$ cat src/rtl/ex_mem_latch.sv
// rtl/ex_mem_latch.sv - EX/MEM pipeline register with stall hold and flush bubble
//
// Purpose: captures the EX-stage destination register, ALU result, store data,
// link address and MEM/WB controls every clock. All outputs are registered.
// Ports:
//   clk, reset            rising-edge clock, asynchronous active-high reset
//   i_stall, i_flush      hazard-unit hold / bubble requests (flush wins)
//   i_valid               EX stage holds a real instruction
//   i_write_reg .. i_halt EX-stage fields and controls to be latched
//   o_valid .. o_halt     latched fields; controls qualified by i_valid
module ex_mem_latch #(
    parameter int NBITS = 32,
    parameter int RBITS = 5
) (
    input  logic             clk,
    input  logic             reset,
    input  logic             i_stall,
    input  logic             i_flush,
    input  logic             i_valid,
    input  logic [RBITS-1:0] i_write_reg,
    input  logic [NBITS-1:0] i_alu_result,
    input  logic [NBITS-1:0] i_store_data,
    input  logic [NBITS-1:0] i_pc_plus8,
    input  logic             i_reg_write,
    input  logic             i_mem_read,
    input  logic             i_mem_write,
    input  logic [1:0]       i_mem_to_reg,
    input  logic [1:0]       i_mem_width,
    input  logic             i_mem_unsigned,
    input  logic             i_halt,
    output logic             o_valid,
    output logic [RBITS-1:0] o_write_reg,
    output logic [NBITS-1:0] o_alu_result,
    output logic [NBITS-1:0] o_store_data,
    output logic [NBITS-1:0] o_pc_plus8,
    output logic             o_reg_write,
    output logic             o_mem_read,
    output logic             o_mem_write,
    output logic [1:0]       o_mem_to_reg,
    output logic [1:0]       o_mem_width,
    output logic             o_mem_unsigned,
    output logic             o_halt
);

    logic             valid_q,        valid_d;
    logic [RBITS-1:0] write_reg_q,    write_reg_d;
    logic [NBITS-1:0] alu_result_q,   alu_result_d;
    logic [NBITS-1:0] store_data_q,   store_data_d;
    logic [NBITS-1:0] pc_plus8_q,     pc_plus8_d;
    logic             reg_write_q,    reg_write_d;
    logic             mem_read_q,     mem_read_d;
    logic             mem_write_q,    mem_write_d;
    logic [1:0]       mem_to_reg_q,   mem_to_reg_d;
    logic [1:0]       mem_width_q,    mem_width_d;
    logic             mem_unsigned_q, mem_unsigned_d;
    logic             halt_q,         halt_d;

    always_comb begin
        // Default: hold (stall behaviour)
        valid_d        = valid_q;
        write_reg_d    = write_reg_q;
        alu_result_d   = alu_result_q;
        store_data_d   = store_data_q;
        pc_plus8_d     = pc_plus8_q;
        reg_write_d    = reg_write_q;
        mem_read_d     = mem_read_q;
        mem_write_d    = mem_write_q;
        mem_to_reg_d   = mem_to_reg_q;
        mem_width_d    = mem_width_q;
        mem_unsigned_d = mem_unsigned_q;
        halt_d         = halt_q;

        if (i_flush) begin
            // Full bubble: data fields cleared too, so a flushed slot is all zero
            valid_d        = 1'b0;
            write_reg_d    = '0;
            alu_result_d   = '0;
            store_data_d   = '0;
            pc_plus8_d     = '0;
            reg_write_d    = 1'b0;
            mem_read_d     = 1'b0;
            mem_write_d    = 1'b0;
            mem_to_reg_d   = 2'b00;
            mem_width_d    = 2'b00;
            mem_unsigned_d = 1'b0;
            halt_d         = 1'b0;
        end else if (!i_stall) begin
            valid_d        = i_valid;
            write_reg_d    = i_write_reg;
            alu_result_d   = i_alu_result;
            store_data_d   = i_store_data;
            pc_plus8_d     = i_pc_plus8;
            // Writes to $zero are dropped here so WB never needs to check
            reg_write_d    = i_reg_write & i_valid & (i_write_reg != '0);
            mem_read_d     = i_mem_read & i_valid;
            mem_write_d    = i_mem_write & i_valid;
            mem_to_reg_d   = i_mem_to_reg;
            mem_width_d    = i_mem_width;
            mem_unsigned_d = i_mem_unsigned;
            halt_d         = i_halt & i_valid;
        end
    end

    always_ff @(posedge clk or posedge reset) begin
        if (reset) begin
            valid_q        <= 1'b0;
            write_reg_q    <= '0;
            alu_result_q   <= '0;
            store_data_q   <= '0;
            pc_plus8_q     <= '0;
            reg_write_q    <= 1'b0;
            mem_read_q     <= 1'b0;
            mem_write_q    <= 1'b0;
            mem_to_reg_q   <= 2'b00;
            mem_width_q    <= 2'b00;
            mem_unsigned_q <= 1'b0;
            halt_q         <= 1'b0;
        end else begin
            valid_q        <= valid_d;
            write_reg_q    <= write_reg_d;
            alu_result_q   <= alu_result_d;
            store_data_q   <= store_data_d;
            pc_plus8_q     <= pc_plus8_d;
            reg_write_q    <= reg_write_d;
            mem_read_q     <= mem_read_d;
            mem_write_q    <= mem_write_d;
            mem_to_reg_q   <= mem_to_reg_d;
            mem_width_q    <= mem_width_d;
            mem_unsigned_q <= mem_unsigned_d;
            halt_q         <= halt_d;
        end
    end

    assign o_valid        = valid_q;
    assign o_write_reg    = write_reg_q;
    assign o_alu_result   = alu_result_q;
    assign o_store_data   = store_data_q;
    assign o_pc_plus8     = pc_plus8_q;
    assign o_reg_write    = reg_write_q;
    assign o_mem_read     = mem_read_q;
    assign o_mem_write    = mem_write_q;
    assign o_mem_to_reg   = mem_to_reg_q;
    assign o_mem_width    = mem_width_q;
    assign o_mem_unsigned = mem_unsigned_q;
    assign o_halt         = halt_q;

endmodule

$ cat config.mk
export PLATFORM = sky130hd
export DESIGN_NAME = ex_mem_latch
export DESIGN_NICKNAME = d
export VERILOG_FILES = /design/src/rtl/ex_mem_latch.sv
export SDC_FILE = /design/constraint.sdc
export NUM_CORES = 1
export LEC_CHECK = 0
export CORE_MARGIN = 2
export CORE_UTILIZATION = 40
export DETAILED_ROUTE_END_ITERATION = 6
export PLACE_DENSITY = 0.91
export SLEW_MARGIN = 30
export SYNTH_ARGS = -nofsm -noshare
export SYNTH_HDL_FRONTEND = slang
export SYNTH_SLANG_ARGS = --single-unit
$ cat constraint.sdc
create_clock -name clk -period 4.6 [get_ports clk]
set_input_delay 0.92 -clock clk [delete_from_list [all_inputs] [get_ports clk]]
set_output_delay 0.92 -clock clk [all_outputs]
set_load 0.03 [all_outputs]
==> results_dict.tcl, run 1 <==
set metrics [dict create \
    status "complete, no violations" \
    tightestPinTransition_ns 0.912 \
    grt_setup_unrepaired "no" \
    post_cts_resize_count 0 \
    die-height_um 110 \
    fp-row-count 38 \
    ys_ff_latch 111 \
    timing.final.ws_setup_ns 2.27 \
    grt_max_degree 113 \
    synth_cells 364 \
    whs_path_depth 2 \
    nFillCells 825 \
    clk_latency_ns 0.33 \
    ir_drop_uv 219 \
    path_cells "clkdlybuf4s50_1" \
    r2r-start "o_mem_write" \
    wirelength_um 11500 \
    grt_usage 0.186 \
    dpl_cell_area_um2 6780 \
    fin_tns_setup_ns 0 \
    use_met3 0.0417 \
    core_region_area_um2 10900 \
    drt_iter0_drc 151 \
    globalRouteMet1Util 0.224 \
    rr_endpoint "o_mem_write" \
    end_kind "output port" \
    worstHoldStart "o_store_data[5]" \
    hold_path_end "o_store_data[5]" \
    synth_nets 479 \
    syn-cell-area_um2 4530 \
    skew_ns 0 \
    grt_pass1_wl_um 18600 \
    avgViaCountPerCell 4.86 \
    synthDistinctLibCells 16 \
    cts_buffers 9 \
    p_per_area_nw_per_um2 328 \
    hold_buffers 0 \
    startpoint_type "flip-flop" \
    slew_headroom 0.392 \
    post-place-ws_ns 2.05 \
    routabilityCongestion 0.767 \
    drt_pre_antenna_iters 5 \
    finalCritPeriodShare 0.506 \
    cts_tree "done" \
    grtUsageMet2 0.325 \
    hold_slack_ns 0.525 \
    area.growth.synth_to_final_pct 56.5 \
    design_area_um2 7090 \
    root_buffer "clkbuf_16" \
    ff2ff_setup_slack_ns 3.79 \
    final_cells 722 \
    layout-drive-gt1-share 0.0361 \
    p_total_mw 2.32 \
    synth_warnings 0 \
    chipWidth_um 110 \
    cp.required_ns 3.68 \
    fin_nets 692 \
    dr_total_vias 3506 \
    hold_path.class "flip-flop to flip-flop" \
    maxCapViolations 0 \
    cp_slowest_stage_delay_ns 0.70 \
    ant_nets 0 \
    io-pin-count 226 \
    initial_utilization 0.414 \
    setup_viol 0 \
    crit_arrival_ns 1.41 \
    routedWlPerCell_um 16.0 \
    dp.cells 706 \
    r2r_cells 2 \
    drv_slew 0 \
    path_buf_inv 1 \
    cts_max_path_buffers 2 \
    seq_area_frac_synth 0.613 \
    fin_crit_ns 2.33 \
    fin_util 0.648 \
    cts_max_level 3 \
    diodes 0 \
    leakagePower_nw 3.33 \
    cts.clk_slew.worst_paths_ns 0.07 \
    cts_num_sinks 111 \
    route.detailed.drc 0 \
    grt_pass1_vias 3700 \
    dp_hpwl_um 8080 \
    grt_overflow 0 \
    post_cts_buffers 0 \
    cp_top_family "buffers and inverters" \
    antenna_found_initial 0 \
    clock.fmax_mhz 430 \
    io_buffers 225 \
    busiest_layer "met2" \
    finalHoldViolations 0 \
    critPathMaxFanout 2 \
    die_area_um2 12200 \
    avgSynthCellArea_um2 12.4 \
    criticalPathCategory "flip-flop to output port" \
    slowest_stage "clkdlybuf4s50_1" \
]
[power by group]
group | switching, mW | leakage [nW] | internal [mW]
logic | 0.245 | 1.71 | 0.233
clock network | 0.343 | 0.149 | 0.440
registers | 0.0320 | 1.47 | 1.03
[layer usage]
| layer | up-vias | wire [µm] |
|---|---|---|
| li1 | 1631 | - |
| met1 | 1704 | 4780 |
| met2 | 152 | 5730 |
| met3 | 19 | 755 |
| met4 | 0 | 259 |
| met5 | - | 0 |
[cell usage in the layout (no fill, tap or decap)]
master and n:
buf_8 1, clkinv_2 1, buf_6 1, nand2_1 2
o41ai_1 1, clkdlybuf4s50_1 223, clkinvlp_4 1, buf_4 2
nand3b_1 2, a22oi_1 2, inv_6 2, clkinv_4 2
bufinv_16 1, nor2_1 110, dfrtp_1 111, clkbuf_16 9
or4_1 1, a21oi_1 2, clkbuf_8 1, nor2b_1 1
mux2i_1 106
[synth_stat cells]
cell type / count / area, µm²
nor2b_1: 1 / 6.26
nor2_1: 110 / 413
buf_6: 2 / 22.5
a22oi_1: 2 / 15.0
or4_1: 1 / 7.51
buf_8: 7 / 105
a21oi_1: 2 / 10.0
clkbuf_1: 11 / 41.3
nand2_1: 2 / 7.51
nand3b_1: 2 / 15.0
dfrtp_1: 111 / 2780
buf_2: 1 / 5.00
inv_1: 1 / 3.75
o41ai_1: 1 / 8.76
buf_4: 4 / 30.0
mux2i_1: 106 / 1060
[worst max-delay path by stage]
| stage | from | end | slack (ns) | cells past startpoint |
|---|---|---|---|---|
| 2_1_floorplan | reset | o_alu_result[0] | 0.75 | 1 |
| 3_3_place_gp | i_stall | o_alu_result[0] | 2.01 | 4 |
| 3_5_place_dp | i_stall | o_store_data[27] | 2.05 | 4 |
| 4_1_cts | o_pc_plus8[24] | o_pc_plus8[24] | 2.25 | 1 |
| 5_1_grt | o_alu_result[25] | o_alu_result[25] | 2.22 | 1 |
| 6_report | o_alu_result[25] | o_alu_result[25] | 2.27 | 1 |
[cell type report]
cell class                 count  area (µm²)  area share
clock buffer                  10         239      0.0337
clock inverter                 6        68.8     0.00971
inverter                       1        8.76     0.00124
multi-input combinational    227        1540       0.218
sequential                   111        2780       0.392
tap                          140         175      0.0247
timing repair buffer         227        2270       0.321
[cells by family (layout without fill, tap and decap cells)]
group                  Yosys count  after routing  share of synthesized area
flip-flops                     111            111                      0.613
AND/OR/NAND/NOR                116            116                     0.0992
multiplexers                   106            106                      0.234
buffers and inverters           26            244                     0.0459
AO/OA/AOI/OAI                    5              5                    0.00746
(Power assumes the default switching activity.)
==> run 2: changes to the inputs <==
CORE_UTILIZATION = 36   (was 40)
PLACE_DENSITY = 0.87   (was 0.91)
clock period = 2.1 ns   (was 4.6 ns; I/O delays follow)
==> run 2 against run 1 <==
Highest routed layer unchanged. Combinational power rose by 120%. Sequential power rose by 120%. Clock power rose by 110%. Routed wire length rose by 2.5%. Register-to-register slack got worse by 2.5 ns. Sequential cell count did not move.
==> results_dict.tcl, run 2 (same netlist as run 1, synthesis figures left out) <==
set metrics [dict create \
    status "complete, no violations" \
    clk_latency_ns 0.34 \
    cts.clk_slew.worst_paths_ns 0.07 \
    dr_total_vias 3492 \
    grt_max_degree 57 \
    slew_headroom 0.744 \
    wirelength_um 11800 \
    setup_viol 0 \
    grt_overflow 0 \
    regArea_um2 2780 \
    tightestPinTransition_ns 0.385 \
    antenna_found_initial 0 \
    dp_hpwl_um 8850 \
    slowest_stage "clkdlybuf4s50_1" \
    path_buf_inv 1 \
    timing.final.ws_setup_ns 0.273 \
    critPathMaxFanout 2 \
    cts_buffers 9 \
    hold_buffers 0 \
    drv_slew 0 \
    endpoint "o_pc_plus8[7]" \
    hold_slack_ns 0.457 \
    p_per_area_nw_per_um2 702 \
    grt_setup_unrepaired "no" \
    initial_utilization 0.372 \
    startpoint_type "flip-flop" \
    clock.fmax_mhz 547 \
    final_common_cell "clkdlybuf4s50_1" \
    drt_iter0_drc 152 \
    cts_max_level 3 \
    area.growth.synth_to_final_pct 59.0 \
    io-pin-count 226 \
    layout_common_cells "clkdlybuf4s50_1, dfrtp_1, nor2_1, mux2i_1, clkbuf_16" \
    routedWlPerCell_um 15.6 \
    criticalPathCategory "flip-flop to output port" \
    ff2ff_setup_slack_ns 1.29 \
    crit_arrival_ns 1.41 \
    grt_usage 0.176 \
    r2r_cells 2 \
    fin_tns_setup_ns 0 \
    die_area_um2 13500 \
    multi_input_area_um2 1540 \
    cts_max_path_buffers 2 \
    rr_endpoint "o_mem_write" \
    finalHoldViolations 0 \
    cp_num_cells 1 \
    diodes 0 \
    root_buffer "clkbuf_16" \
    finalCritPeriodShare 0.870 \
    die-height_um 116 \
    fin_crit_ns 1.83 \
    r2r-start "o_mem_write" \
    post_cts_buffers 0 \
    fin_nets 698 \
    end_kind "output port" \
    ir_drop_uv 314 \
    cp_top_family "buffers and inverters" \
    cp_slowest_stage_delay_ns 0.70 \
    path_cells "clkdlybuf4s50_1" \
    route.detailed.drc 0 \
    cts_num_sinks 111 \
    crit_start "o_pc_plus8[7]" \
    hold_path.class "input pin to flip-flop" \
    routabilityCongestion 0.747 \
    ant_nets 0 \
    nFillCells 988 \
    post_cts_resize_count 0 \
    skew_ns 0 \
    drt_pre_antenna_iters 4 \
    core_region_area_um2 12200 \
    io_buffers 225 \
    maxCapViolations 0 \
    layout-drive-gt1-share 0.0442 \
    fp-row-count 40 \
    avgViaCountPerCell 4.62 \
    post-place-ws_ns 0.394 \
    cts_tree "done" \
    grt_pass1_vias 3656 \
    leakagePower_nw 3.37 \
    chipWidth_um 116 \
    grt_pass1_wl_um 18300 \
    cp.required_ns 1.68 \
]
==> run 2: per-layer routing <==
layer	global-route usage	vias to the layer above	part of all wire
li1	-	1651	-
met1	0.202	1680	0.40
met2	0.308	148	0.50
met3	0.0545	13	0.090
met4	0.0722	0	0.017
met5	0	-	0
==> run 2: power by group <==
| group | switching (mW) | internal [mW] |
|---|---|---|
| clock | 0.748 | 0.922 |
| combinational | 0.540 | 0.525 |
| sequential | 0.0663 | 2.26 |
| total | 1.35 | 3.70 |
==> run 2: layout make-up <==
type,instances,share of cell area
inverters,1,0.00104
repair buffers,233,0.330
multi-input cells,227,0.214
flip-flops and latches,111,0.386
well taps,168,0.0292
clock inverters,6,0.00851
clock buffers,10,0.0318
==> run 2: per-stage QoR <==
step / util / total power, mW / cells / cell area [µm²]
finish: 0.592 / 5.06 / 756 / 7200
CTS: 0.592 / 5.13 / 756 / 7200
global placement: 0.568 / 3.41 / 740 / 6910
detailed placement: 0.568 / 3.44 / 740 / 6910
global route: 0.592 / 5.27 / 756 / 7200
floorplan: - / 2.90 / 364 / 4530
==> run 2: how the worst min path moves through the flow <==
stage	startpoint	to	slack, ns	cells past startpoint
2_1_floorplan	i_flush	o_reg_write	0.52	1
3_3_place_gp	o_alu_result[30]	o_alu_result[30]	0.50	2
3_5_place_dp	o_reg_write	o_reg_write	0.51	2
4_1_cts	i_flush	o_pc_plus8[7]	0.44	2
5_1_grt	i_flush	o_pc_plus8[1]	0.46	2
6_report	i_flush	o_mem_to_reg[0]	0.46	2
